--- config.mk ---
export PLATFORM = sky130hd
export DESIGN_NAME = insn_encoder
export DESIGN_NICKNAME = d
export VERILOG_FILES = /design/src/rtl/insn_encoder.sv
export SDC_FILE = /design/constraint.sdc
export NUM_CORES = 1
export LEC_CHECK = 0
export ABC_AREA = 1
export CAP_MARGIN = 20
export CORE_MARGIN = 4
export CORE_UTILIZATION = 61
export CTS_BUF_LIST = sky130_fd_sc_hd__clkbuf_4 sky130_fd_sc_hd__clkbuf_8 sky130_fd_sc_hd__clkbuf_16
export DETAILED_ROUTE_END_ITERATION = 12
export HOLD_SLACK_MARGIN = 0.12
export PLACE_DENSITY_LB_ADDON = 0.08
export REMOVE_ABC_BUFFERS = 1
export SLEW_MARGIN = 20
export SYNTH_ARGS = -nofsm -noshare
export SYNTH_HDL_FRONTEND = slang
export SYNTH_SLANG_ARGS = --single-unit
--- constraint.sdc ---
create_clock -name clock -period 15.4 [get_ports clock]
set_clock_uncertainty 0.05 [all_clocks]
set_input_delay 3.85 -clock clock [delete_from_list [all_inputs] [get_ports clock]]
set_output_delay 3.85 -clock clock [all_outputs]
set_load 0.02 [all_outputs]
--- src/rtl/insn_encoder.sv ---
// Symbolic instruction request -> 32-bit ISA word encoder with a show-ahead FIFO
// that streams words at consecutive imem addresses. Optional macro: IMM_RANGE_CHECK_EN.
module insn_encoder #(
    parameter int DEPTH     = 8,
    parameter int ADDR_W    = 12,
    parameter int BASE_ADDR = 0
) (
    input  logic                       clock,
    input  logic                       reset,
    input  logic                       in_valid,
    output logic                       in_ready,
    input  logic [4:0]                 in_kind,
    input  logic [4:0]                 in_rd,
    input  logic [4:0]                 in_rs,
    input  logic [4:0]                 in_rt,
    input  logic [4:0]                 in_shamt,
    input  logic [26:0]                in_imm,
    output logic                       out_valid,
    input  logic                       out_ready,
    output logic [31:0]                out_insn,
    output logic [ADDR_W-1:0]          out_addr,
    output logic [$clog2(DEPTH):0]     level,
    output logic                       err,
    input  logic                       clr_err
);

    localparam int PW = $clog2(DEPTH);
    localparam int LW = PW + 1;

    function automatic logic [4:0] opcode_of(input logic [4:0] kind);
        case (kind)
            5'd8:    opcode_of = 5'b00001;
            5'd9:    opcode_of = 5'b00010;
            5'd10:   opcode_of = 5'b00011;
            5'd11:   opcode_of = 5'b00100;
            5'd12:   opcode_of = 5'b00101;
            5'd13:   opcode_of = 5'b00110;
            5'd14:   opcode_of = 5'b00111;
            5'd15:   opcode_of = 5'b01000;
            5'd16:   opcode_of = 5'b10101;
            5'd17:   opcode_of = 5'b10110;
            default: opcode_of = 5'b00000;
        endcase
    endfunction

    // Returns {legal, word}; unused request fields never reach the word.
    function automatic logic [32:0] encode(input logic [4:0] kind, input logic [4:0] rd,
                                           input logic [4:0] rs, input logic [4:0] rt,
                                           input logic [4:0] shamt, input logic [26:0] imm);
        logic [32:0] r;
        r = {1'b1, 32'h0000_0000};
        case (kind) inside
            [5'd0:5'd7]: r[31:0] = {5'b00000, rd, rs, rt, shamt, kind, 2'b00};
            5'd9, 5'd12, 5'd13, 5'd14, 5'd15: begin
                r[31:0] = {opcode_of(kind), rd, rs, imm[16:0]};
`ifdef IMM_RANGE_CHECK_EN
                r[32] = (imm[26:17] == {10{imm[16]}});
`endif
            end
            5'd11:       r[31:0] = {opcode_of(kind), rd, 22'd0};
            5'd8, 5'd10, 5'd16, 5'd17: r[31:0] = {opcode_of(kind), imm};
            default:     r[32] = 1'b0;
        endcase
        return r;
    endfunction

    logic [31:0]       mem_q [DEPTH];
    logic [31:0]       mem_d [DEPTH];
    logic [PW-1:0]     wr_q, wr_d, rd_q, rd_d;
    logic [LW-1:0]     level_q, level_d;
    logic [ADDR_W-1:0] addr_q, addr_d;
    logic              err_q, err_d;
    logic              acc_s, push_s, pop_s, legal_s;
    logic [31:0]       word_s;

    // Next-state: encode on accept, push legal words, pop on output handshake.
    always_comb begin
        mem_d   = mem_q;
        wr_d    = wr_q;
        rd_d    = rd_q;
        addr_d  = addr_q;
        level_d = level_q;
        {legal_s, word_s} = encode(in_kind, in_rd, in_rs, in_rt, in_shamt, in_imm);
        acc_s   = in_valid && (level_q != LW'(DEPTH));
        push_s  = acc_s && legal_s;
        pop_s   = (level_q != LW'(0)) && out_ready;
        if (push_s) begin
            mem_d[wr_q] = word_s;
            wr_d        = wr_q + PW'(1);
        end else begin
            wr_d = wr_q;
        end
        if (pop_s) begin
            rd_d   = rd_q + PW'(1);
            addr_d = addr_q + ADDR_W'(1);
        end else begin
            rd_d = rd_q;
        end
        case ({push_s, pop_s})
            2'b10:   level_d = level_q + LW'(1);
            2'b01:   level_d = level_q - LW'(1);
            default: level_d = level_q;
        endcase
        // A fresh error wins over a simultaneous clear.
        if (acc_s && !legal_s) begin
            err_d = 1'b1;
        end else if (clr_err) begin
            err_d = 1'b0;
        end else begin
            err_d = err_q;
        end
    end

    // State registers with asynchronous reset that discards all buffered words.
    always_ff @(posedge clock or posedge reset) begin
        if (reset) begin
            for (int i = 0; i < DEPTH; i++) mem_q[i] <= 32'h0000_0000;
            wr_q    <= '0;
            rd_q    <= '0;
            level_q <= '0;
            addr_q  <= ADDR_W'(BASE_ADDR);
            err_q   <= 1'b0;
        end else begin
            mem_q   <= mem_d;
            wr_q    <= wr_d;
            rd_q    <= rd_d;
            level_q <= level_d;
            addr_q  <= addr_d;
            err_q   <= err_d;
        end
    end

    assign in_ready  = (level_q != LW'(DEPTH));
    assign out_valid = (level_q != LW'(0));
    assign out_insn  = out_valid ? mem_q[rd_q] : 32'h0000_0000;
    assign out_addr  = addr_q;
    assign level     = level_q;
    assign err       = err_q;

endmodule
# Yosys cells after proc, flatten, opt, wreduce, memory -nomap -nowiden
# Memories as Yosys holds them, arrays and structs flattened.
# Cells that the tools add are included.
totals:
  register_bits: 279
  rom_bits: 480
  in_bits: 57
  output_inout_bits: 51
  mem_count: 3
classes:
  add_sub_neg: 5
  magnitude_cmp: 5
  eq_ne: 13
  mux: 18
  bitwise_logic: 2
  reduce_logical: 12
memory_table:
  columns: ["memory", "depth", "word_bits", "rd", "rd_ports_with_merged_regs", "write_ports", "line_no", "rtl"]
  rows:
  - ["(no name shown)", 32, 5, 1, 0, 0, "31", "case (kind)"]
  - ["(no name shown)", 32, 5, 1, 0, 0, "31", null]
  - ["(no name shown)", 32, 5, 1, 0, 0, "31", null]
ops:
  columns: ["cell", "count"]
  rows:
  - ["bitwise mux 256 bit", 1]
  - ["two-way mux 32 bit", 8]
  - ["binary-select mux 32 bit (select 3 bit)", 1]
  - ["demux 32 bit (select 3 bit)", 1]
  - ["== test 5 x 4 -> 1 bit (second input constant)", 8]
  - ["adder 12 x 1 -> 12 bit (second input constant)", 1]
  - ["== test 5 bit (second input constant)", 2]
  - ["greater-or-equal comparator 4 bit (second input constant)", 2]
  - ["NOT 3 -> 4 bit", 2]
  - ["case mux 4 bit (2 select lines)", 1]
  - ["adder 3 x 1 -> 3 bit (second input constant)", 2]
  - ["logical AND 1 bit", 6]
  - ["two-way mux 1 bit", 6]
  - ["greater-or-equal comparator 5 x 1 -> 1 bit (second input constant)", 1]
  - ["less-or-equal comparator 5 x 3 -> 1 bit (second input constant)", 1]
  - ["OR reduction 5 bit", 1]
  - ["adder 4 x 1 -> 4 bit (second input constant)", 1]
  - ["< comparator 4 x 1 -> 1 bit (second input constant)", 1]
  - ["!= test 4 bit (second input constant)", 1]
  - ["nonzero test 2 bit", 2]
  - ["nonzero test 4 bit", 1]
  - ["OR reduction 4 bit", 1]
  - ["subtractor 4 x 1 -> 4 bit (second input constant)", 1]
  - ["== test 2 x 1 -> 1 bit (second input constant)", 1]
  - ["2 further kinds", 2]

# Longest topological paths before layout
# Gate-level depths: netlist of the first run.
depth:
  ltp_word: 9
  mapped_depth: 19

# Least setup slack after synthesis of the first run
# No wires, ideal clock.
synth_path:
  path_kind: "in2reg"
  startpoint: "input port in_kind[1]"
  endpoint: "register level_q[2] (netlist: level[2])"
  setup_ps: 119
  arrival_ps: 5837
  setup_slack_ps: 9394
  cell_stages: 18
  cell_sequence: "inv_1 > ha_1 > inv_1 > nand2_1 > nand2_1 > inv_2 > nor2_2 > nand3_4 > nand2_4 > buf_12 > ha_1 > nor2_1 > nor2_1 > ha_1 > a21oi_1 > a21oi_1 > o21ai_0 > o21a_1"
synth_via:
  elab_chain_len: 9
synth_rtl:
  columns: ["element", "line_no", "rtl"]
  rows:
  - ["start, declared", "12", "input logic [4:0] in_kind,"]
  - ["== test 5 x 4 -> 1 bit / == test 5 bit (equally long branches)", "83", "{legal_s, word_s} = encode(in_kind, in_rd, in_rs, in_rt, in_shamt, in_imm);"]
  - ["OR reduction 4 bit", "52", "case (kind) inside"]
  - ["two-way mux 1 bit (3 in a row)", "52", null]
  - ["two-way mux 1 bit (*)", "52", null]
  - ["logical AND 1 bit (*)", "85", "push_s = acc_s && legal_s;"]
  - ["== test 2 x 1 -> 1 bit / == test 2 bit (equally long branches)", "99", "case ({push_s, pop_s})"]
  - ["case mux 4 bit (2 select lines) / nonzero test 2 bit (equally long branches)", null, null]
  - ["end signal, assigned", "127", "level_q <= level_d;"]
  - ["end, declared", "70", "logic [LW-1:0] level_q, level_d;"]
# Every way passes the cells marked *; elsewhere a longest branch is shown, timed or not.
# A chain may end at the register's enable or synchronous reset.

# Worst setup path after layout of the first run
layout_path:
  startpoint: "register rd_q[0]"
  endpoint: "output port out_insn[7]"
layout_via:
  elab_chain_len: 5
layout_rtl:
  columns: ["element", "line_no", "rtl"]
  rows:
  - ["start, declared", "69", "logic [PW-1:0] wr_q, wr_d, rd_q, rd_d;"]
  - ["start signal, assigned", "126", "rd_q <= rd_d;"]
  - ["NOT 3 -> 4 bit (implied by the code)", "135", "assign out_insn = out_valid ? mem_q[rd_q] : 32'h0000_0000;"]
  - ["binary-select mux 32 bit (select 3 bit)", "135", null]
  - ["two-way mux 32 bit (implied by the code) (2 in a row)", "135", null]
  - ["two-way mux 32 bit", "135", null]
  - ["end, declared", "20", "output logic [31:0] out_insn,"]
# No other way between the ends. The select of a mux whose other input is x is not followed.

==> results of run 1 <==
kinds of logic after synthesis:
group,after synthesis
AOI/OAI and AO/OA,307
xor gates and xnor gates,16
adders and majority gates,11
buffers and inverters,149
DFF,279
and+or+nand+nor,1010
power breakdown:
group	switching [mW]	leakage, nW	total (mW)	internal [mW]
combinational	0.816	3.66	1.33	0.509
clock	0.294	0.515	0.755	0.460
sequential	0.179	3.77	1.16	0.982
cells in the mapped netlist, drive strengths merged:
library cell  count  area share
nand2           727        0.20
dfrtp           279        0.51
o21ai           238       0.087
nor2            226       0.069
buf              55       0.026
clkbuf           52       0.014
nand3            46       0.021
inv              40       0.011
o22ai            33       0.015
a31oi            32       0.015
ha               11       0.010
xor2             10      0.0064
xnor2             6      0.0038
nand4             5      0.0034
nor3              3      0.0011
a21oi             2     0.00073
clkinv            2     0.00055
nand3b            1     0.00055
nor4              1     0.00046
o21a              1     0.00055
o311ai            1     0.00064
or2               1     0.00046
routing by layer:
layer	vias to the layer above	global-route usage	part of all wire
li1	5788	-	-
met1	5902	0.441	0.41
met2	647	0.509	0.46
met3	103	0.0563	0.10
met4	0	0.0926	0.027
met5	-	0	0
layout make-up:
cell class | count | area (um^2)
multi-input combinational | 1344 | 5990
fill | 1717 | 6180
sequential | 279 | 6990
tap | 280 | 350
inverter | 42 | 166
clock buffer | 40 | 871
clock inverter | 12 | 173
timing repair buffer | 124 | 1240
flip-flops by register name, indices dropped and copies added (netlist names):
register  count
mem_q       256
out_addr     12
level         4
rd_q          3
wr_q          3
err           1
critical path, delay by kind of cell (launching register included):
kind	cells	cell delay, ns
compound gates	4	0.63
buf+inv	3	2.15
flops	1	1.01
path summary, 6_finish.rpt:
path / start / end / slack [ns] / cells past startpoint
worst max register to register: level[0]$_DFFE_PP0P_ / level[2]$_DFFE_PP0P_ / 12.48 / 14
worst max-delay path: rd_q[0]$_DFFE_PP0P_ / out_insn[7] / 7.09 / 7
max in group asynchronous: reset / rd_q[0]$_DFFE_PP0P_ / 9.16 / 4
worst min-delay path: mem_q[42]$_DFFE_PP0P_ / mem_q[42]$_DFFE_PP0P_ / 0.43 / 2
worst min register to register: mem_q[42]$_DFFE_PP0P_ / mem_q[42]$_DFFE_PP0P_ / 0.43 / 2
min in group asynchronous: reset / mem_q[220]$_DFFE_PP0P_ / 3.86 / 2
==> flow_summary.toml, run 1 <==
[clock_network]
cts_hold_buf = 0
cts_max_level = 1
clk_pin_slew_ns = 0.06
cts_tree = "built"
postCtsResizedCells = 0
clk_latency_ns = 0.55
postCtsSetupBuffers = 0
cts_buffer_depth = 3
clkSinkCount = 279
numCtsBuffers = 29
cts_root_buf = "clkbuf_16"

[floorplanning]
boundaryPins = 108
dieArea_um2 = 24900
die_x_um = 158
core_area_um2 = 22000
die_y_um = 158
start_util = 0.623
rows = 54

[status]
outcome = "complete, no violations"

[sta]
fin_ws_ns = 7.09
fin_crit_sh = 0.539
rsz0062_at_grt = "false"
max-slew-margin-rel = 0.376
tns_ns = 0
maxSlewViolCount = 0
worstMarginPinSlew_ns = 0.936
finalHoldViolCount = 0
fin_crit_ns = 8.31
setup_viol_count_final = 0
whs_ns = 0.425
max_clock_freq_mhz = 120

[placement]
dp_cells = 2067
place_congestion = 0.850
placed_cell_area_um2 = 14700
place_ws_ns = 7.80
hpwl_um = 21100
io_buffers = 107

[layout]
final_cell_mix = "nand2_1 (716), dfrtp_1 (277), nor2_1 (215), o21ai_0 (165), clkdlybuf4s50_1 (107)"
final_nets = 1888
finalCoreUtilization = 0.719
stdcell_count = 2121
drive_above_1_share = 0.0619
final_common_cell = "nand2_1"
n_antenna_cell = 0
syn_to_final_growth_pct = 15.4
fin_area_um2 = 15800

[setup_path]
start_kind = "register"
cp_slowest_cell = "dfrtp_4"
worstPathMaxFanout = 77
crit_chain = "clkinv_2 -> buf_4 -> o21ai_0 -> o22ai_1 -> o21ai_0 -> a31oi_1 -> clkdlybuf4s50_1"
path_class = "reg -> out"
critPathArrivalTime_ns = 4.41
max_stage_delay_ns = 1.01
crit_path_end_kind = "primary output"
crit_top_cell = "o21ai_0"
crit_required_ns = 11.50

[power_and_ir_drop]
powerDensity_nw_per_um2 = 205
finalPower_mw = 3.24
peakVddDrop_v = 0.000178
power_leakage_nw = 7.94

[logic_synthesis]
synthMuxAreaShare = 0
synth_cells = 1772
synth_simple_gate_area_frac = 0.298
synth_cell_types = 36
syn_area_um2 = 13700
synth-xor-area-share = 0.0103
synthAdderAreaFrac = 0.0101
postSynthAreaPerCell_um2 = 7.71
synth_compound_area_frac = 0.119
ys_warn_count = 0
synth_top_family_by_area = "simple AND/OR/NAND/NOR gates"
ys_ff_latch = 279
yosysSeqAreaShare = 0.511

[global_routing]
grt_pass1_vias = 12100
grt_pass1_wl_um = 62800
grt_max_degree = 127
antenna_found_initial = 0
grt_overflow_total = 0
track_usage = 0.315

[drt]
wl_um = 39000
dr.pass1.iters = 6
ant_nets = 0
viasPerCell = 5.87
drt-initial-drc-count = 1164
drcViolationCount = 0
wl_per_cell_um = 18.4
vias = 12400

[job]
cap_violations = 0

[min_path]
hp-class = "reg -> reg"
No activity file was read; power rests on OpenSTA's default activity.
==> run 2: changes to the inputs <==
--- a/config.mk
+++ b/config.mk
@@ -8,7 +8,7 @@
 export ABC_AREA = 1
 export CAP_MARGIN = 20
 export CORE_MARGIN = 4
-export CORE_UTILIZATION = 61
+export CORE_UTILIZATION = 59
 export CTS_BUF_LIST = sky130_fd_sc_hd__clkbuf_4 sky130_fd_sc_hd__clkbuf_8 sky130_fd_sc_hd__clkbuf_16
 export DETAILED_ROUTE_END_ITERATION = 12
 export HOLD_SLACK_MARGIN = 0.12
==> constraint.sdc (replaced) <==
create_clock -name clock -period 7.9 [get_ports clock]
set_clock_uncertainty 0.05 [all_clocks]
set_input_delay 1.975 -clock clock [delete_from_list [all_inputs] [get_ports clock]]
set_output_delay 1.975 -clock clock [all_outputs]
set_load 0.02 [all_outputs]
==> run 2 against run 1 <==
  * Count of clock-buffer cells in the layout rose by 4
  * Die area rose by 3.2%
  * Global-route usage fell by 0.42 points
  * Via count fell by 0.35%
  * Sequential share of layout area barely moved
  * Critical path depth did not move
  * Setup slack got worse by 5.3 ns
  * Flip-flop and latch count did not move
  * Largest cell class unchanged
  * Highest routed layer unchanged
==> flow_summary.toml, run 2 (synthesis results as in run 1) <==
[power_and_ir_drop]
p_int_mw = 3.77
power_leakage_nw = 7.94
seq_power_share = 0.358
pwr-share-comb = 0.412
p_sw_mw = 2.53
peakVddDrop_v = 0.000275
power_frac_clock = 0.230
powerDensity_nw_per_um2 = 399
p_sw_frac = 0.401

[status]
outcome = "complete, no violations"

[clock_network]
cts_max_level = 1
cts_buffer_depth = 3
cts_root_buf = "clkbuf_16"
clk_latency_ns = 0.56
numCtsBuffers = 30
postCtsResizedCells = 0
clkSinkCount = 279
cts_hold_buf = 0
clk_pin_slew_ns = 0.06
cts_tree = "built"
postCtsSetupBuffers = 0

[layout]
stdcell_count = 2126
regMostFlops = "mem_q"
syn_to_final_growth_pct = 15.4
finalCoreUtilization = 0.695
final_common_cell = "nand2_1"
n_antenna_cell = 0
final_cell_mix = "nand2_1 (716), dfrtp_1 (277), nor2_1 (215), o21ai_0 (165), clkdlybuf4s50_1 (107)"
drive_above_1_share = 0.0619
largest_reg_flops = 256
final_nets = 1888

[sta]
finalHoldViolCount = 0
worstMarginPinSlew_ns = 0.993
setup_viol_count_final = 0
max_clock_freq_mhz = 164
fin_crit_ns = 6.10
max-slew-margin-rel = 0.338
maxSlewViolCount = 0
rsz0062_at_grt = "false"
fin_crit_sh = 0.772

[drt]
vias = 12400
wl_um = 39700
dr.pass1.iters = 5
viasPerCell = 5.83
wl_per_cell_um = 18.7
ant_nets = 0
drt-initial-drc-count = 1244
drcViolationCount = 0

[setup_path]
r2r_setup_slack_ns = 5.23
crit_required_ns = 5.88
path_class = "reg -> out"
worstPathMaxFanout = 86
crit_path_end_kind = "primary output"
r2r_start = "level[0]$_DFFE_PP0P_"
rr_endpoint = "level[2]$_DFFE_PP0P_"
critPathArrivalTime_ns = 4.07
r2r_cells = 14
start_kind = "register"

[job]
cap_violations = 0

[min_path]
hp-start = "mem_q[130]$_DFFE_PP0P_"
hold_end = "mem_q[130]$_DFFE_PP0P_"
hp-class = "reg -> reg"
whs_path_depth = 2

[global_routing]
track_usage = 0.311
grt_pass1_vias = 12300
grt_overflow_total = 0
grt_max_degree = 134
grt_pass1_wl_um = 65100
antenna_found_initial = 0

[floorplanning]
boundaryPins = 108
die_y_um = 160
dieArea_um2 = 25700
start_util = 0.602
die_x_um = 160
core_area_um2 = 22700
rows = 55

[placement]
hpwl_um = 21800
io_buffers = 107
dp_cells = 2072
place_congestion = 0.803
run 2: how the worst max path moves through the flow:
stage	from	endpoint	slack [ns]	cells past startpoint
finish	rd_q[0]$_DFFE_PP0P_	out_insn[21]	1.80	7
CTS	rd_q[0]$_DFFE_PP0P_	out_insn[7]	1.89	7
detailed placement	in_kind[0]	mem_q[185]$_DFFE_PP0P_	2.42	12
floorplan	reset	err$_DFFE_PP0P_	-1.82	1
global route	rd_q[0]$_DFFE_PP0P_	out_insn[25]	1.59	7
global placement	in_kind[0]	mem_q[217]$_DFFE_PP0P_	2.47	12
run 2: power by group through the flow:
stage | registers, mW | logic [mW] | clock network (mW)
2_1_floorplan | 2.26 | 1.60 | 0
3_3_place_gp | 2.25 | 2.50 | 0
3_5_place_dp | 2.26 | 2.56 | 0
4_1_cts | 2.24 | 2.58 | 1.46
5_1_grt | 2.32 | 2.88 | 1.52
6_report | 2.25 | 2.60 | 1.45
run 2: per-stage QoR:
step                hold WS, ns  setup slack (ns)  total power, mW  TNS (ns)  cell area, um^2
floorplan                 0.394             -1.82             3.85   -507.46            13100
global placement          0.406              2.47             4.76         0            14700
detailed placement        0.410              2.42             4.82         0            14700
CTS                       0.427              1.89             6.28         0            15700
global route              0.442              1.59             6.72         0            15800
finish                    0.423              1.80             6.30         0            15800
run 2: metal layers:
layer  global-route usage  part of all wire  wire [um]  up-vias
met1                0.444              0.42      16700     5919
met4               0.0982             0.030       1180        0
met2                0.489              0.46      18200      587
met3               0.0537             0.093       3690      108
li1                     -                 -          -     5782
met5                    0                 0          0        -
run 2: layout make-up:
cell class | instances | area [um^2]
inverters | 42 | 166
well taps | 285 | 357
clock buffers | 44 | 917
clock inverters | 9 | 109
flip-flops and latches | 279 | 6990
fillers | 1902 | 6940
multi-input cells | 1344 | 5990
repair buffers | 123 | 1240
run 2: critical path, stage by stage, from the launching register on:
cell and delay [ns]:
dfrtp_4 0.90, clkinv_2 0.69, buf_4 0.59, o21ai_0 0.31, o22ai_1 0.09, o21ai_0 0.16, a31oi_1 0.07, clkdlybuf4s50_1 0.59
==> patch, RTL diff (settings of run 1) <==
Reset style: synchronous (`reset`), changed in one clocked block. Comments in the files are not updated.
--- a/src/rtl/insn_encoder.sv
+++ b/src/rtl/insn_encoder.sv
@@ -114,3 +114,3 @@
     // State registers with asynchronous reset that discards all buffered words.
-    always_ff @(posedge clock or posedge reset) begin
+    always_ff @(posedge clock) begin
         if (reset) begin
Check against the original RTL: differs if reset is asserted again (counterexample within 4 cycles, from zero or initial values and one cycle with reset high); with reset held inactive, the same outputs for 4 cycles.
==> patch against run 1 <==
  * Worst setup slack better by 740 ps
  * Hold slack worse by 9.7 ps
  * Highest routed layer unchanged
  * Sequential cell count unchanged
  * Power fell by 33%
  * Global-route usage shrank 4.2 points
  * Synthesized area increased by 5.5%
  * Core utilization shrank 0.97 points
  * Count of clock-buffer cells in the layout up 7
  * Critical path depth increased by 1
  * Non-clock buffer count shrank 6
  * Routed wire length shrank 4.9%
  * Die area grew 5.2%
  * Cell area is 3.0% higher
==> patch: results (changes against run 1) <==
Final layout
  – Inserted Diodes: 0 (unchanged)
  – Layout cells sized above 1: 4.14% (-2.1 points)
  – Final net count: 2,416 (+28%)
  – Biggest register: mem_q
  – Filler cell count: 2,017 (+17%)
  – Max reg flops: 256 (unchanged)

Clock network
  – Clk buf depth: 3 (unchanged)
  – Clock Latency Late Sink: 540 ps
  – H-tree levels: 1 (unchanged)
  – Post-CTS Resized: 0 (unchanged)
  – Clock transition at path regs: 60 ps (about the same)
  – Root Driver: clkbuf_16
  – Post-CTS setup buffer count: 0 (unchanged)
  – CTS buffer count: 30 (+3.4%)

STA
  – Tightest Pin Transition: 1120 ps (+179 ps)

Logic synthesis
  – Yosys warns: 0 (unchanged)
  – Number of library cell types mapped by synthesis: 31 (-14%)
  – Register area share after synthesis: 38.7% (-12 points)
  – Post-synth top cells: 619 x nand2_1, 548 x nor2_1, 296 x inv_1
  – Main flop type after synthesis: dfxtp_1
  – Asr flop ratio synth: 0% (-100 points)
  – Synth top area cells: dfxtp_1 39%, nand2_1 16%, nor2_1 14%, inv_1 7.7%, o21ai_0 5.1%

Worst hold path
  – HP Start: out_addr[4]
  – Hold path depth: 2 (unchanged)
  – WHS Endpoint: out_addr[4]
  – Hold Crit Class: flop to flop

Critical path
  – CP top delay family: buffers and inverters
  – Reg-to-reg setup timing slack: 12,150 ps (-330 ps)
  – R2R depth: 12 (-2)
  – CP max stage delay: 670 ps (-340 ps)
  – CP max FO: 86 (+12%)
  – FF-to-FF End: level[2]
  – CP arrival: 3670 ps (-740 ps)
  – Worst path slowest cell: clkdlybuf4s50_1
  – RR Startpoint: level[0]

GRT
  – Largest net degree at the start of global routing: 107 (-16%)
  – Initial antenna violation count: 0 (unchanged)
  – All-Layer GR Usage: 27.3% (-4.2 points)
  – Vias in the first global route: 12,400 (+2.6%)
  – First-pass GRT wire length: 60,300 µm (-4.0%)

Routing
  – Detailed-router iteration count before antenna repair: 7 (+1)
  – Initial drt markers: 1,106 (-5.0%)
  – Wirelength, routed: 37,100 µm (-4.9%)
  – Vias per cell: 5.18 (-12%)

Power
  – VDD IR max: 0.0872 mV (-51%)
  – Pleak: 8.13 nW (+2.5%)

Outcome
  – Status: finished, final reports clean

Placement
  – DP HPWL: 20,200 µm (-4.3%)
  – # port buffers: 107 (unchanged)
  – Placer Congestion: 0.820 (-3.6%)
-- patch: changes by cell type in the layout (fill, tap and decap cells not counted), moves of 97 or more --
cell,run 1,this run
a21oi_1,2,145
dfrtp_1,277,0
nor2_1,215,547
dfxtp_1,0,277
nand2_1,716,619
inv_1,30,294
-- patch: worst min-delay path, cell delays in order (launching register included) --
cell and delay [ps]:
dfxtp_1 320, inv_1 50, a21oi_1 50
-- patch: through the flow --
stage	std cells	cell area, µm²	setup WS (ps)	hold slack, ps	power (W)
final	2683	16200	7830	415	0.00218
after global routing	2683	16200	7590	440	0.00229
after CTS	2683	16200	7860	419	0.00219
after detailed placement	2629	15200	8000	407	0.00147
after global placement	2628	15200	8200	397	0.00146
after floorplan	2198	13700	6320	434	0.00120
-- patch: how the worst max path moves through the flow --
| stage | from | to | slack, ps | depth (start not counted) |
|---|---|---|---|---|
| 6_report | rd_q[0] | out_insn[8] | 7830 | 8 |
| 3_5_place_dp | in_kind[0] | level[2] | 8000 | 17 |
| 3_3_place_gp | in_kind[0] | level[2] | 8200 | 17 |
| 5_1_grt | rd_q[0] | out_insn[5] | 7590 | 8 |
| 4_1_cts | rd_q[0] | out_insn[5] | 7860 | 8 |
| 2_1_floorplan | rd_q[0] | out_insn[31] | 6320 | 6 |
-- patch: kinds of logic (layout without fill, tap and decap cells) --
family	after synthesis	after routing	share of synthesized area (%)
buf+inv	441	472	13.0
flops	279	279	38.7
compound gates	350	350	12.7
simple gates	1253	1253	34.2
fa+ha+maj	11	11	0.955
xor+xnor	5	5	0.304
-- patch: final cells by class --
| class | instances | share of cell area [%] |
|---|---|---|
| Inverter | 300 | 6.97 |
| Multi-Input combinational cell | 1619 | 42.8 |
| Sequential cell | 279 | 34.4 |
| Clock buffer | 47 | 5.78 |
| Clock inverter | 7 | 0.370 |
| Timing Repair Buffer | 118 | 7.22 |
| Tap cell | 313 | 2.41 |
-- patch: power by group --
group	leakage [nW]	switching, W	total [W]	internal [W]
logic	5.37	0.000446	0.000691	0.000245
registers	2.26	0.0000229	0.000774	0.000751
clock network	0.511	0.000287	0.000720	0.000433
total	8.13	0.000756	0.00218	0.00143
-- patch: layer usage --
metal | share of wire [%] | track usage [%]
met5 | 0 | 0
met4 | 2.6 | 7.69
met3 | 6.9 | 2.99
met2 | 47 | 48.4
met1 | 44 | 35.3
